$ cat config.mk
export PLATFORM = sky130hd
export DESIGN_NAME = avalon_regbank_slave
export DESIGN_NICKNAME = d
export VERILOG_FILES = /design/src/rtl/avalon_regbank_slave.sv
export SDC_FILE = /design/constraint.sdc
export NUM_CORES = 1
export LEC_CHECK = 0
export ABC_AREA = 0
export CORE_UTILIZATION = 55
export CTS_BUF_LIST = sky130_fd_sc_hd__clkbuf_4 sky130_fd_sc_hd__clkbuf_8
export CTS_CLUSTER_DIAMETER = 50
export DETAILED_ROUTE_END_ITERATION = 16
export PLACE_DENSITY_LB_ADDON = 0.12
export SLEW_MARGIN = 10
export SYNTH_ARGS = -nofsm -noshare
export SYNTH_HDL_FRONTEND = slang
export SYNTH_SLANG_ARGS = --single-unit
$ cat constraint.sdc
create_clock -name clk_i -period 16.8 [get_ports clk_i]
set_input_delay 3.36 -clock clk_i [delete_from_list [all_inputs] [get_ports clk_i]]
set_output_delay 3.36 -clock clk_i [all_outputs]
set_load 0.02 [all_outputs]
$ cat src/rtl/avalon_regbank_slave.sv
`default_nettype none
// ============================================================================
// Module      : avalon_regbank_slave
// Description : Avalon-MM responder with a 16-bit register bank, programmable
//               wait states and a fixed pipelined read latency.
// Revision    : 1.0 - initial release
// ============================================================================
module avalon_regbank_slave #(
  parameter int ADDRSIZE    = 3,
  parameter int DATASIZE    = 16,
  parameter int WAITSTATES  = 1,
  parameter int READLATENCY = 2
) (
  input  logic                clk_i,
  input  logic                rst_i,
  input  logic [ADDRSIZE-1:0] address_i,
  input  logic [1:0]          byteenable_i,
  input  logic                read_i,
  input  logic                write_i,
  input  logic [DATASIZE-1:0] writedata_i,
  output logic                waitrequest_o,
  output logic                readdatavalid_o,
  output logic [DATASIZE-1:0] readdata_o
);

  localparam int                  DEPTH       = 2 ** ADDRSIZE;
  localparam logic [DATASIZE-1:0] ID_VALUE    = 16'hCAFE;
  localparam logic [3:0]          WAIT_LIMIT  = 4'(WAITSTATES);
  localparam logic [ADDRSIZE-1:0] ADDR_ID     = ADDRSIZE'(0);
  localparam logic [ADDRSIZE-1:0] ADDR_STATUS = ADDRSIZE'(1);

  logic [3:0]          wcnt;
  logic                req;
  logic                accept;
  logic                wr_accept;
  logic                rd_accept;
  logic                proto_err;
  logic [7:0]          wr_count;
  logic [6:0]          rd_count;
  logic                err_flag;
  logic [DATASIZE-1:0] gp_regs [DEPTH];
  logic [DATASIZE-1:0] read_word;
  logic                gp_target;

  logic [READLATENCY-1:0] pipe_valid;
  logic [DATASIZE-1:0]    pipe_data [READLATENCY];
  logic [DATASIZE-1:0]    hold_data;

  assign req           = read_i | write_i;
  assign waitrequest_o = rst_i | (req & (wcnt != WAIT_LIMIT));
  assign accept        = req & ~waitrequest_o;
  // A simultaneous read+write is serviced as a write only.
  assign wr_accept     = accept & write_i;
  assign rd_accept     = accept & read_i & ~write_i;
  assign proto_err     = accept & read_i & write_i;
  assign gp_target     = (address_i != ADDR_ID) && (address_i != ADDR_STATUS);

  always_ff @(posedge clk_i or posedge rst_i) begin
    if (rst_i) begin
      wcnt <= 4'd0;
    end else if (!req || accept) begin
      wcnt <= 4'd0;
    end else begin
      wcnt <= wcnt + 4'd1;
    end
  end

  always_comb begin
    read_word = gp_regs[address_i];
    if (address_i == ADDR_ID) begin
      read_word = ID_VALUE;
    end else if (address_i == ADDR_STATUS) begin
      read_word = {err_flag, rd_count, wr_count};
    end
  end

  always_ff @(posedge clk_i or posedge rst_i) begin
    if (rst_i) begin
      for (int i = 0; i < DEPTH; i++) begin
        gp_regs[i] <= '0;
      end
      wr_count <= 8'd0;
      rd_count <= 7'd0;
      err_flag <= 1'b0;
    end else begin
      if (wr_accept) begin
        wr_count <= wr_count + 8'd1;
        if (gp_target) begin
          if (byteenable_i[0]) gp_regs[address_i][7:0]  <= writedata_i[7:0];
          if (byteenable_i[1]) gp_regs[address_i][15:8] <= writedata_i[15:8];
        end
        if ((address_i == ADDR_STATUS) && byteenable_i[1] && writedata_i[15]) begin
          err_flag <= 1'b0;
        end
      end
      if (rd_accept) begin
        rd_count <= rd_count + 7'd1;
      end
      // Placed after the W1C clear so a same-cycle error set takes priority.
      if (proto_err) begin
        err_flag <= 1'b1;
      end
    end
  end

  always_ff @(posedge clk_i or posedge rst_i) begin
    if (rst_i) begin
      pipe_valid <= '0;
      for (int i = 0; i < READLATENCY; i++) begin
        pipe_data[i] <= '0;
      end
      hold_data <= '0;
    end else begin
      pipe_valid[0] <= rd_accept;
      pipe_data[0]  <= read_word;
      for (int i = 1; i < READLATENCY; i++) begin
        pipe_valid[i] <= pipe_valid[i-1];
        pipe_data[i]  <= pipe_data[i-1];
      end
      if (pipe_valid[READLATENCY-1]) begin
        hold_data <= pipe_data[READLATENCY-1];
      end
    end
  end

  assign readdatavalid_o = pipe_valid[READLATENCY-1];
  assign readdata_o      = readdatavalid_o ? pipe_data[READLATENCY-1] : hold_data;

endmodule
`default_nettype wire

### Yosys cells after proc, flatten, opt, wreduce, memory -nomap -nowiden

Cells that the tools add are included.

* bits in registers: 198
* output and inout port bits: 18
* logic and storage cells: 67

* $add $sub $neg: 3
* magnitude comparators: 2
* equal/unequal tests: 3
* mux-type cells: 20
* bitwise operators: 11
* reductions and logical operators: 12

Operators with widths (number)
* $mux 128: 4
* $bwmux 128: 2
* $demux 16 s3: 2
* $mux 16: 6
* $bmux 16 s3: 1
* $add 8x1->8 const B: 1
* $mux 8: 1
* $add 7x1->7 const B: 1
* $and 1x1->1: 6
* $add 4x1->4 const B: 1
* $ge 4x4->1 const B: 1
* $logic_and 1x1->1: 4
* $lt 4x1->1 const B: 1
* $mux 4: 1
* $ne 4x1->1 const B: 1
* $not 3->4: 1
* $reduce_and 2->1: 2
* $reduce_bool 2->1: 2
* $eq 3x1->1 const B: 1
* $logic_not 3->1: 1
* $mux 1: 3
* $ne 3x1->1 const B: 1
* $reduce_bool 3->1: 1
* $not 1->1: 2
* 3 further kinds: 4

### Logic depth before layout (Yosys ltp)

Gate-level depths: netlist (run 1).

* word-level depth: 11
* mapped depth: 7
* mapped depth without buffers: 6

### Least setup slack after synthesis (run 1)

No wires, ideal clock.

* kind: input -> output
* start point: input port rst_i
* end point: output port waitrequest_o
* arrival: 8.107 ns
* required time: 13.440 ns
* setup slack: 5.333 ns
* stages on the path: 2
* path buffers: 0
* cells stage by stage: inv_1 > o21ai_0

* longest elaborated chain between the ends: 1

Ends and longest elaborated chain
* start, declared: line 15 `input logic rst_i,`
* $or 1x1->1: line 50 `assign waitrequest_o = rst_i | (req & (wcnt != WAIT_LIMIT));`
* end, declared: line 21 `output logic waitrequest_o,`

No other way between the ends.

### Worst setup path after layout (run 1)

Ends and elaborated chain as after synthesis.

==> summary.txt, run 1 <==
Outcome
  • Status: finished, final reports clean

Clock network
  • Clock transition at path regs: 0.08 ns
  • CTS resizes: 0
  • Worst skew pair latency: 0.46 ns
  • CTS tree: yes
  • Post-CTS setup buffer count: 0
  • Root buf cell: clkbuf_8
  • CTS Buf Count: 17
  • H-tree levels: 4
  • Hold_buf cts: 0
  • Sink Count: 166
  • Longest Clk Path Bufs: 2

Timing
  • Slew Limit Fails: 0
  • Worst-Margin Slew: 1.11 ns
  • Max_slew headroom: 26.1%
  • Fin crit period: 8.56 ns
  • Fmax: 117 MHz
  • Final hold vios: 0
  • Clock skew: 0.00745 ns
  • TNS Setup: 0 ns
  • Final critical-path share of the clock period: 50.9%
  • Final Setup Violations: 0
  • RSZ-0062 raised after global routing: no

Logic synthesis
  • Share of the synthesized area in the top cell type: 59.1%
  • Number of synthesized flops with an enable pin: 0
  • Area fraction in compound gates after synthesis: 6.84%
  • Synth Instances: 499
  • Top-count cell post-synth: dfrtp_1
  • Syn_nets: 528
  • Main combinational cell family by area after synthesis: multiplexers
  • Most used DFF post-synth: dfrtp_1
  • Synth unique cells: 50
  • Post-synthesis simple-gate area fraction: 8.05%
  • Cell Area, Synth: 7030 um2
  • Post-Synth Adder-Cell Area: 0.712%
  • Flops & latches, synth: 166
  • Post-synthesis xor/xnor area fraction: 1.87%
  • Mean Syn Cell Area: 14.1 um2
  • Mux cell area share after synthesis: 21.8%
  • Top area cells in the synthesized netlist: dfrtp_1 59%, mux2_2 17%, mux2i_1 3.0%, mux2_4 1.7%, a21oi_1 1.4%
  • Synth Warn #: 0
  • Leading area contributor after synthesis: dfrtp_1
  • Ys async rst share: 100%
  • Seq/Total Area, Yosys: 59.1%
  • Most frequent cells after synthesis: 166 x dfrtp_1, 107 x mux2_2, 21 x mux2i_1, 20 x a21oi_1, 18 x nor2_1

Floorplanning
  • Placeable core area: 12,200 um2
  • Die width: 115 um
  • Die ar.: 13,200 um2
  • Starting Density: 57.5%
  • Top Ports: 43
  • Die height: 115 um
  • Row Count: 40

Power
  • Peak supply drop: 0.0000556 V
  • Leak: 3.74 nW
  • Power, Total: 0.00105 W
  • Pwr Density: 132 nW/um2

Detailed routing
  • Drt via density: 5.83
  • Via Count: 4,224
  • DRT Pass-1 Iters: 4
  • DRC errors left: 0
  • Avg WL per Cell: 20.4 um
  • Final ANT Viol Nets: 0
  • Overall routed net length: 14.7 mm
  • Initial drt markers: 319

Setup path
  • Worst setup SP type: input pin
  • Crit Path Max Fanout: 77
  • Critical path type: in -> out
  • Max stage delay on crit path: 0.57 ns
  • CP delay by family, top: buffers and inverters
  • Worst R2R Setup Slack: 14.37 ns
  • Critical Path RT: 13.44 ns
  • CP cell instances: clkdlybuf4s50_1 > inv_6 > o21ai_0 > clkdlybuf4s50_1
  • Crit path buf inv count: 3
  • WP data arrival: 5.20 ns
  • CP Capture Type: output port
  • Most numerous cell on the critical path: clkdlybuf4s50_1
  • Critical-path top delay cell: clkdlybuf4s50_1

Global route
  • GRT met1 Usage: 35.2%
  • Largest net degree at the start of global routing: 92
  • M2 GR Usage: 36.6%
  • First-pass GRT wire length: 24.1 mm
  • Antenna violations before repair: 0
  • GR Overflow Total: 0
  • Met3 usage: 6.80%
  • GR peak layer: met2
  • Gr usage total: 25.0%
  • Vias in the first global route: 4,312

Place
  • Dpl hpwl: 9.58 mm
  • Routability cong.: 0.803
  • Port buffer count: 42

Final layout
  • Area grow syn2layout: 13.9%
  • Nets@finish: 573
  • Finished Core Util: 65.5%
  • Multi-input logic area: 2760 um2
  • Layout cell share with drive strength beyond 1: 30.4%
  • Fill cells: 925
  • Antenna Cells: 0
  • Sequential Area: 4150 um2

Run
  • Max-cap check violation count: 0

Min path
  • Worst Hold Class: reg -> reg
## where the power goes
part / leakage, nW / switching (W) / internal, W / total, W
sequential: 2.23 / 0.0000515 / 0.000489 / 0.000541
clock: 0.214 / 0.000136 / 0.000158 / 0.000294
combinational: 1.30 / 0.000102 / 0.000117 / 0.000219
## sequential cells by signal, indices dropped and copies added, names as in the netlist
| register | count |
|---|---|
| wcnt | 4 |
| err_flag | 1 |
| wr_count | 8 |
| pipe_valid | 2 |
| hold_data | 16 |
| gp_regs | 96 |
| rd_count | 7 |
| pipe_data | 32 |
## routing by layer
layer	up-vias	wire [um]
met1	2161	6720
li1	1903	-
met3	20	1050
met2	140	6680
met5	-	0
met4	0	303
## path summary, 6_finish.rpt
path,startpoint,to,cells past startpoint
worst max-delay path,rst_i,waitrequest_o,4
worst min-delay path,pipe_data[29]$_DFF_PP0_,pipe_data[13]$_DFF_PP0_,0
worst max register to register,wcnt[1]$_DFF_PP0_,gp_regs[86]$_DFFE_PP0P_,6
worst min register to register,pipe_data[29]$_DFF_PP0_,pipe_data[13]$_DFF_PP0_,0
max in group asynchronous,rst_i,gp_regs[79]$_DFFE_PP0P_,3
min in group asynchronous,rst_i,gp_regs[76]$_DFFE_PP0P_,2
## cell usage in the layout (no fill, tap or decap), types with 3 or more instances in the layout
cell,synthesis,routed
a21oi_1,20,20
a22oi_1,9,9
buf_4,0,4
bufinv_16,0,3
clkbuf_8,0,20
clkdlybuf4s50_1,0,40
clkinv_2,0,6
dfrtp_1,166,166
ha_1,4,4
mux2_2,107,107
mux2_4,8,8
mux2i_1,21,21
nand2_1,15,15
nand3_1,12,12
nand4_1,8,8
nor2_1,18,18
nor2_2,3,3
nor2b_1,7,7
nor3_4,6,6
o21ai_0,9,9
o22a_1,9,9
o22ai_1,4,4
o2bb2ai_1,3,3
xnor2_1,11,11
xor2_1,4,4
## stage by stage
stage / hold WS (ns) / cell area, um2 / std cells / setup WS, ns
4_1_cts: 0.354 / 8000 / 724 / 8.17
6_report: 0.352 / 8000 / 724 / 8.24
3_5_place_dp: 0.336 / 7590 / 693 / 8.17
5_1_grt: 0.356 / 8000 / 724 / 8.07
2_1_floorplan: 0.331 / 7030 / 499 / 5.33
3_3_place_gp: 0.331 / 7590 / 693 / 8.22
## kinds of logic (layout without fill, tap and decap cells)
family	after synthesis	count (layout)
DFF	166	166
muxes	136	136
and+or+nand+nor	85	85
AOI/OAI and AO/OA	68	68
buffers and inverters	25	82
xor gates and xnor gates	15	15
adders and majority gates	4	4
## area by class of cell
class	count	area share, %
clock buffers	21	3.53
flip-flops and latches	166	51.9
clock inverters	10	1.59
repair buffers	46	5.50
inverters	5	0.297
multi-input cells	308	34.5
well taps	168	2.63
Note: power is estimated with default switching activity, not from simulation.
==> inputs of run 2 (changes only) <==
clock period = 7.6 ns   (was 16.8 ns; I/O delays follow)
==> run 2 against run 1 <==
Non-clock buffer count stayed put. Flip-flop and latch count stayed put. Via count is 0.40% lower. Global-route usage is 0.68 points lower. Largest power group unchanged. Sequential share of layout area is 0.18 points lower. Register-to-register slack worse by 9.2 ns. Clock-buffer cell count is 2 higher. Critical endpoint unchanged. Power is 120% higher.
==> summary.txt, run 2 (synthesis results as in run 1) <==
Global route
  • Largest net degree at the start of global routing: 168 (was 92)
  • GR Overflow Total: 0 (unchanged)
  • Antenna violations before repair: 0 (unchanged)
  • First-pass GRT wire length: 23.5 mm (was 24.1 mm)
  • Gr usage total: 24.3% (was 25.0%)
  • Vias in the first global route: 4,172 (was 4,312)

Place
  • Dpl hpwl: 9.20 mm (was 9.58 mm)
  • Cells after DPL: 693 (unchanged)
  • Port buffer count: 42 (unchanged)
  • Cell Area, Placed: 7600 um2 (was 7590 um2)
  • Routability cong.: 0.789 (was 0.803)

Clock network
  • CTS resizes: 0 (unchanged)
  • Root buf cell: clkbuf_8 (unchanged)
  • Sink Count: 166 (unchanged)
  • Longest Clk Path Bufs: 2 (unchanged)
  • Post-CTS setup buffer count: 0 (unchanged)
  • Worst skew pair latency: 0.45 ns (was 0.46 ns)
  • H-tree levels: 4 (unchanged)
  • CTS Buf Count: 17 (unchanged)
  • Clock transition at path regs: 0.07 ns (was 0.08 ns)
  • CTS tree: yes (unchanged)
  • Hold_buf cts: 0 (unchanged)

Final layout
  • Largest regs: gp_regs (96), pipe_data (32), hold_data (16) (unchanged)
  • Most flop-heavy register: gp_regs (unchanged)
  • Nets@finish: 573 (unchanged)
  • Final instance area: 8030 um2 (was 8000 um2)
  • Largest register FFs: 96 (unchanged)
  • Finished Core Util: 65.7% (was 65.5%)
  • Most frequent cells in the layout: 166 x dfrtp_1, 107 x mux2_2, 40 x clkdlybuf4s50_1 (unchanged)
  • Area grow syn2layout: 14.3% (was 13.9%)
  • Commonest non-fill, non-tap cell in the layout: dfrtp_1 (unchanged)
  • Layout Cells excl Fill: 725 (was 724)
  • Antenna Cells: 0 (unchanged)
  • Layout cell share with drive strength beyond 1: 30.5% (was 30.4%)

Setup path
  • FF-to-FF End: gp_regs[76]$_DFFE_PP0P_ (was gp_regs[86]$_DFFE_PP0P_)
  • Worst R2R Setup Slack: 5.20 ns (was 14.37 ns)
  • WP data arrival: 3.58 ns (was 5.20 ns)
  • CP Capture Type: output port (unchanged)
  • Crit Path Max Fanout: 167 (was 77)
  • Reg2reg path depth: 6 (unchanged)
  • Reg-to-reg critical path startpoint: wcnt[1]$_DFF_PP0_ (unchanged)
  • Critical path type: in -> out (unchanged)
  • Critical Path RT: 6.08 ns (was 13.44 ns)
  • Worst setup SP type: input pin (unchanged)

Detailed routing
  • DRC errors left: 0 (unchanged)
  • Overall routed net length: 14.4 mm (was 14.7 mm)
  • Via Count: 4,207 (was 4,224)
  • Initial drt markers: 344 (was 319)
  • Final ANT Viol Nets: 0 (unchanged)
  • DRT Pass-1 Iters: 5 (was 4)
  • Avg WL per Cell: 19.9 um (was 20.4 um)
  • Drt via density: 5.80 (was 5.83)

Power
  • Peak supply drop: 0.000121 V (was 0.0000556 V)
  • Leak: 3.75 nW (was 3.74 nW)
  • Pwr Density: 292 nW/um2 (was 132 nW/um2)

Floorplanning
  • Row Count: 40 (unchanged)
  • Top Ports: 43 (unchanged)
  • Die width: 115 um (unchanged)
  • Starting Density: 57.5% (unchanged)
  • Die height: 115 um (unchanged)
  • Die ar.: 13,200 um2 (unchanged)
  • Placeable core area: 12,200 um2 (unchanged)

Timing
  • Worst-Margin Slew: 0.849 ns (was 1.11 ns)
  • Slew Limit Fails: 0 (unchanged)
  • Final hold vios: 0 (unchanged)
  • TNS Setup: 0 ns (unchanged)
  • Max_slew headroom: 43.4% (was 26.1%)
  • Final Setup Violations: 0 (unchanged)
  • Clock skew: 0.0116 ns (was 0.00745 ns)
  • Fmax: 196 MHz
  • Final critical-path share of the clock period: 67.1%
  • RSZ-0062 raised after global routing: no (unchanged)
  • Fin crit period: 5.10 ns

Min path
  • Hold Path End: pipe_data[12]$_DFF_PP0_ (was pipe_data[13]$_DFF_PP0_)
  • Hold path depth: 0 (unchanged)
  • Hold_sp: pipe_data[28]$_DFF_PP0_ (was pipe_data[29]$_DFF_PP0_)
  • Worst Hold Class: reg -> reg (unchanged)

Run
  • Max-cap check violation count: 0 (unchanged)

Outcome
  • Status: finished, final reports clean (unchanged)
-- run 2: changes by cell type in the layout (fill, tap and decap cells not counted) --
cell,change
buf_12,+1
buf_4,-1
clkbuf_4,+1
clkbuf_8,+1
clkinv_2,-1
clkinvlp_4,+1
inv_6,-1
-- run 2: cell type report --
cell class	count	area [um2]
Clock buffer	23	304
Clock inverter	9	123
Fill cell	953	4180
Inverter	5	22.5
Multi-Input combinational cell	308	2760
Sequential cell	166	4150
Tap cell	168	210
Timing Repair Buffer	46	453
-- run 2: per-layer routing --
layer  share of wire (%)  vias to the layer above  GRT usage (%)  routed length (um)
li1                    -                     1906              -                   -
met1                  48                     2156           36.4                6990
met2                  44                      125           34.8                6400
met3                 5.6                       20           5.54                 809
met4                 1.6                        0           9.00                 236
met5                   0                        -              0                   0
-- run 2: report_power, final --
group          switching (W)  total (W)  leakage, nW  internal, W
registers           0.000111    0.00119         2.23      0.00108
clock network       0.000301   0.000666        0.222     0.000365
logic               0.000224   0.000484         1.30     0.000260
-- run 2: worst max path at each step --
stage | from | endpoint | slack (ns)
finish | rst_i | waitrequest_o | 2.50
global route | rst_i | waitrequest_o | 2.31
CTS | rst_i | waitrequest_o | 2.41
detailed placement | rst_i | waitrequest_o | 2.43
global placement | rst_i | waitrequest_o | 2.46
floorplan | rst_i | waitrequest_o | 1.31
-- run 2: stage by stage --
stage	total power, W	setup WS [ns]	hold WS [ns]
floorplan	0.00151	1.31	0.331
global placement	0.00167	2.46	0.333
detailed placement	0.00170	2.43	0.335
CTS	0.00236	2.41	0.351
global route	0.00247	2.31	0.352
finish	0.00234	2.50	0.350
-- run 2: critical path, cell delays in order --
cell and delay, ns:
clkdlybuf4s50_1 0.52, clkinvlp_4 0.14, buf_12 0.61, o21ai_0 0.18, clkdlybuf4s50_1 0.58
==> inputs of run 3 (changes only) <==
clock period = 4.5 ns   (was 7.6 ns; I/O delays follow)
==> run 3 against run 2 <==
Clock-buffer cell count is the same. Cell area grew 0.36%. Critical path type unchanged. Flip-flop and latch count is the same. Global-route usage grew 0.15 points. Utilization grew 0.24 points. Clock skew is essentially flat. Sequential power grew 69%. Die area is the same. Sequential share of layout area shrank 0.18 points. First-iteration DRC count shrank 2.3%. Worst setup slack lost 1.6 ns. Power grew 69%.
==> summary.txt, run 3 (synthesis results as in run 1) <==
Outcome
  • Status: finished, final reports clean (unchanged)

Setup path
  • Crit Path Max Fanout: 16 (was 167)
  • Critical-path top delay cell: clkdlybuf4s50_1 (was buf_12)
  • FF-to-FF End: gp_regs[73]$_DFFE_PP0P_ (was gp_regs[76]$_DFFE_PP0P_)
  • Critical path type: in -> out (unchanged)
  • CP delay by family, top: buffers and inverters (unchanged)
  • Worst setup SP type: input pin (unchanged)
  • Most numerous cell on the critical path: clkdlybuf4s50_1 (unchanged)
  • CP Capture Type: output port (unchanged)
  • Reg2reg path depth: 6 (unchanged)
  • CP startpoint: rst_i (unchanged)
  • Max stage delay on crit path: 0.63 ns (was 0.61 ns)
  • Worst R2R Setup Slack: 2.03 ns (was 5.20 ns)
  • Critical Path RT: 3.60 ns (was 6.08 ns)
  • Reg-to-reg critical path startpoint: wcnt[1]$_DFF_PP0_ (unchanged)
  • WP data arrival: 2.65 ns (was 3.58 ns)
  • CP cell instances: clkdlybuf4s50_1 > clkinvlp_4 > o21ai_0 > clkdlybuf4s50_1 (was clkdlybuf4s50_1 > clkinvlp_4 > buf_12 > o21ai_0 > clkdlybuf4s50_1)
  • Crit path buf inv count: 3 (was 4)

Detailed routing
  • Via Count: 4,224 (was 4,207)
  • Final ANT Viol Nets: 0 (unchanged)
  • Overall routed net length: 14.3 mm (was 14.4 mm)
  • Initial drt markers: 336 (was 344)
  • DRT Pass-1 Iters: 4 (was 5)
  • Avg WL per Cell: 19.6 um (was 19.9 um)
  • DRC errors left: 0 (unchanged)
  • Drt via density: 5.79 (was 5.80)

Final layout
  • Layout cell share with drive strength beyond 1: 31.0% (was 30.5%)
  • Most frequent cells in the layout: 166 x dfrtp_1, 107 x mux2_2, 40 x clkdlybuf4s50_1 (unchanged)
  • Area grow syn2layout: 14.7% (was 14.3%)
  • Nets@finish: 578 (was 573)
  • Antenna Cells: 0 (unchanged)
  • Largest register FFs: 96 (unchanged)
  • Largest regs: gp_regs (96), pipe_data (32), hold_data (16) (unchanged)
  • Final instance area: 8060 um2 (was 8030 um2)
  • Layout Cells excl Fill: 729 (was 725)
  • Commonest non-fill, non-tap cell in the layout: dfrtp_1 (unchanged)
  • Most flop-heavy register: gp_regs (unchanged)

Place
  • Cells after DPL: 698 (was 693)
  • Post-placement worst setup slack: 0.924 ns (was 2.43 ns)
  • Port buffer count: 42 (unchanged)
  • Cell Area, Placed: 7630 um2 (was 7600 um2)
  • Routability cong.: 0.781 (was 0.789)
  • Dpl hpwl: 9.72 mm (was 9.20 mm)

Global route
  • Antenna violations before repair: 0 (unchanged)
  • GR Overflow Total: 0 (unchanged)
  • First-pass GRT wire length: 23.7 mm (was 23.5 mm)
  • Gr usage total: 24.5% (was 24.3%)
  • Largest net degree at the start of global routing: 79 (was 168)
  • Vias in the first global route: 4,404 (was 4,172)

Floorplanning
  • Row Count: 40 (unchanged)
  • Placeable core area: 12,200 um2 (unchanged)
  • Starting Density: 57.5% (unchanged)
  • Die ar.: 13,200 um2 (unchanged)
  • Die width: 115 um (unchanged)
  • Top Ports: 43 (unchanged)
  • Die height: 115 um (unchanged)

Timing
  • Final critical-path share of the clock period: 78.9%
  • Final hold vios: 0 (unchanged)
  • Fin crit period: 3.55 ns
  • RSZ-0062 raised after global routing: no (unchanged)
  • Final Setup Violations: 0 (unchanged)
  • Fmax: 282 MHz
  • Worst-Margin Slew: 0.951 ns (was 0.849 ns)
  • Clock skew: 0.0112 ns (was 0.0116 ns)
  • Final hold slack: 0.352 ns (was 0.350 ns)
  • TNS Setup: 0 ns (unchanged)
  • Slew Limit Fails: 0 (unchanged)
  • Final worst slack: 0.950 ns (was 2.50 ns)
  • Max_slew headroom: 36.6% (was 43.4%)

Min path
  • Worst Hold Class: reg -> reg (unchanged)
  • Hold path depth: 0 (unchanged)
  • Hold Path End: pipe_data[9]$_DFF_PP0_ (was pipe_data[12]$_DFF_PP0_)
  • Hold_sp: pipe_data[25]$_DFF_PP0_ (was pipe_data[28]$_DFF_PP0_)

Clock network
  • Sink Count: 166 (unchanged)
  • Clock transition at path regs: 0.07 ns (about the same)
  • Root buf cell: clkbuf_8 (unchanged)
  • CTS resizes: 0 (unchanged)
  • Hold_buf cts: 0 (unchanged)
  • CTS tree: yes (unchanged)
  • H-tree levels: 4 (unchanged)
  • Worst skew pair latency: 0.46 ns (was 0.45 ns)
  • CTS Buf Count: 17 (unchanged)
  • Longest Clk Path Bufs: 2 (unchanged)
  • Post-CTS setup buffer count: 0 (unchanged)

Power
  • Leak: 3.77 nW (was 3.75 nW)
  • Pwr Density: 491 nW/um2 (was 292 nW/um2)
  • Peak supply drop: 0.000171 V (was 0.000121 V)

Run
  • Max-cap check violation count: 0 (unchanged)
==> run 3: cell types whose count changed in the layout (fill, tap and decap cells not counted) <==
| cell | previous run | this run |
|---|---|---|
| buf_12 | 1 | 0 |
| buf_4 | 3 | 9 |
| clkinv_2 | 5 | 3 |
| clkinvlp_4 | 2 | 3 |
| clkbuf_8 | 21 | 22 |
| clkbuf_4 | 2 | 1 |
==> run 3: through the flow <==
stage	utilization (%)	power, W
2_1_floorplan	-	0.00256
3_3_place_gp	62.5	0.00282
3_5_place_dp	62.5	0.00287
4_1_cts	66.0	0.00400
5_1_grt	66.0	0.00417
6_report	66.0	0.00396
==> run 3: where the power goes <==
group	switching, W	internal, W	leakage, nW
Sequential	0.000187	0.00183	2.23
Clock	0.000503	0.000623	0.217
Combinational	0.000377	0.000440	1.31
==> run 3: layer usage <==
metal	part of all wire [%]	track usage (%)	wire length [um]
met3	6.1	4.53	863
met4	1.2	9.09	175
met1	47	35.9	6640
met5	0	0	0
met2	46	36.5	6580
==> run 3: cell type report <==
type                    count  area (um2)
flip-flops and latches    166        4150
fillers                   950        4150
multi-input cells         308        2760
repair buffers             51         478
clock buffers              23         310
well taps                 168         210
clock inverters             8         120
inverters                   5        22.5
==> run 3: how the worst max path moves through the flow <==
| stage | end | slack, ns | cells after the start |
|---|---|---|---|
| 4_1_cts | waitrequest_o | 0.92 | 4 |
| 2_1_floorplan | waitrequest_o | -0.55 | 2 |
| 5_1_grt | waitrequest_o | 0.81 | 4 |
| 3_5_place_dp | waitrequest_o | 0.92 | 4 |
| 6_report | waitrequest_o | 0.95 | 4 |
| 3_3_place_gp | waitrequest_o | 0.99 | 4 |
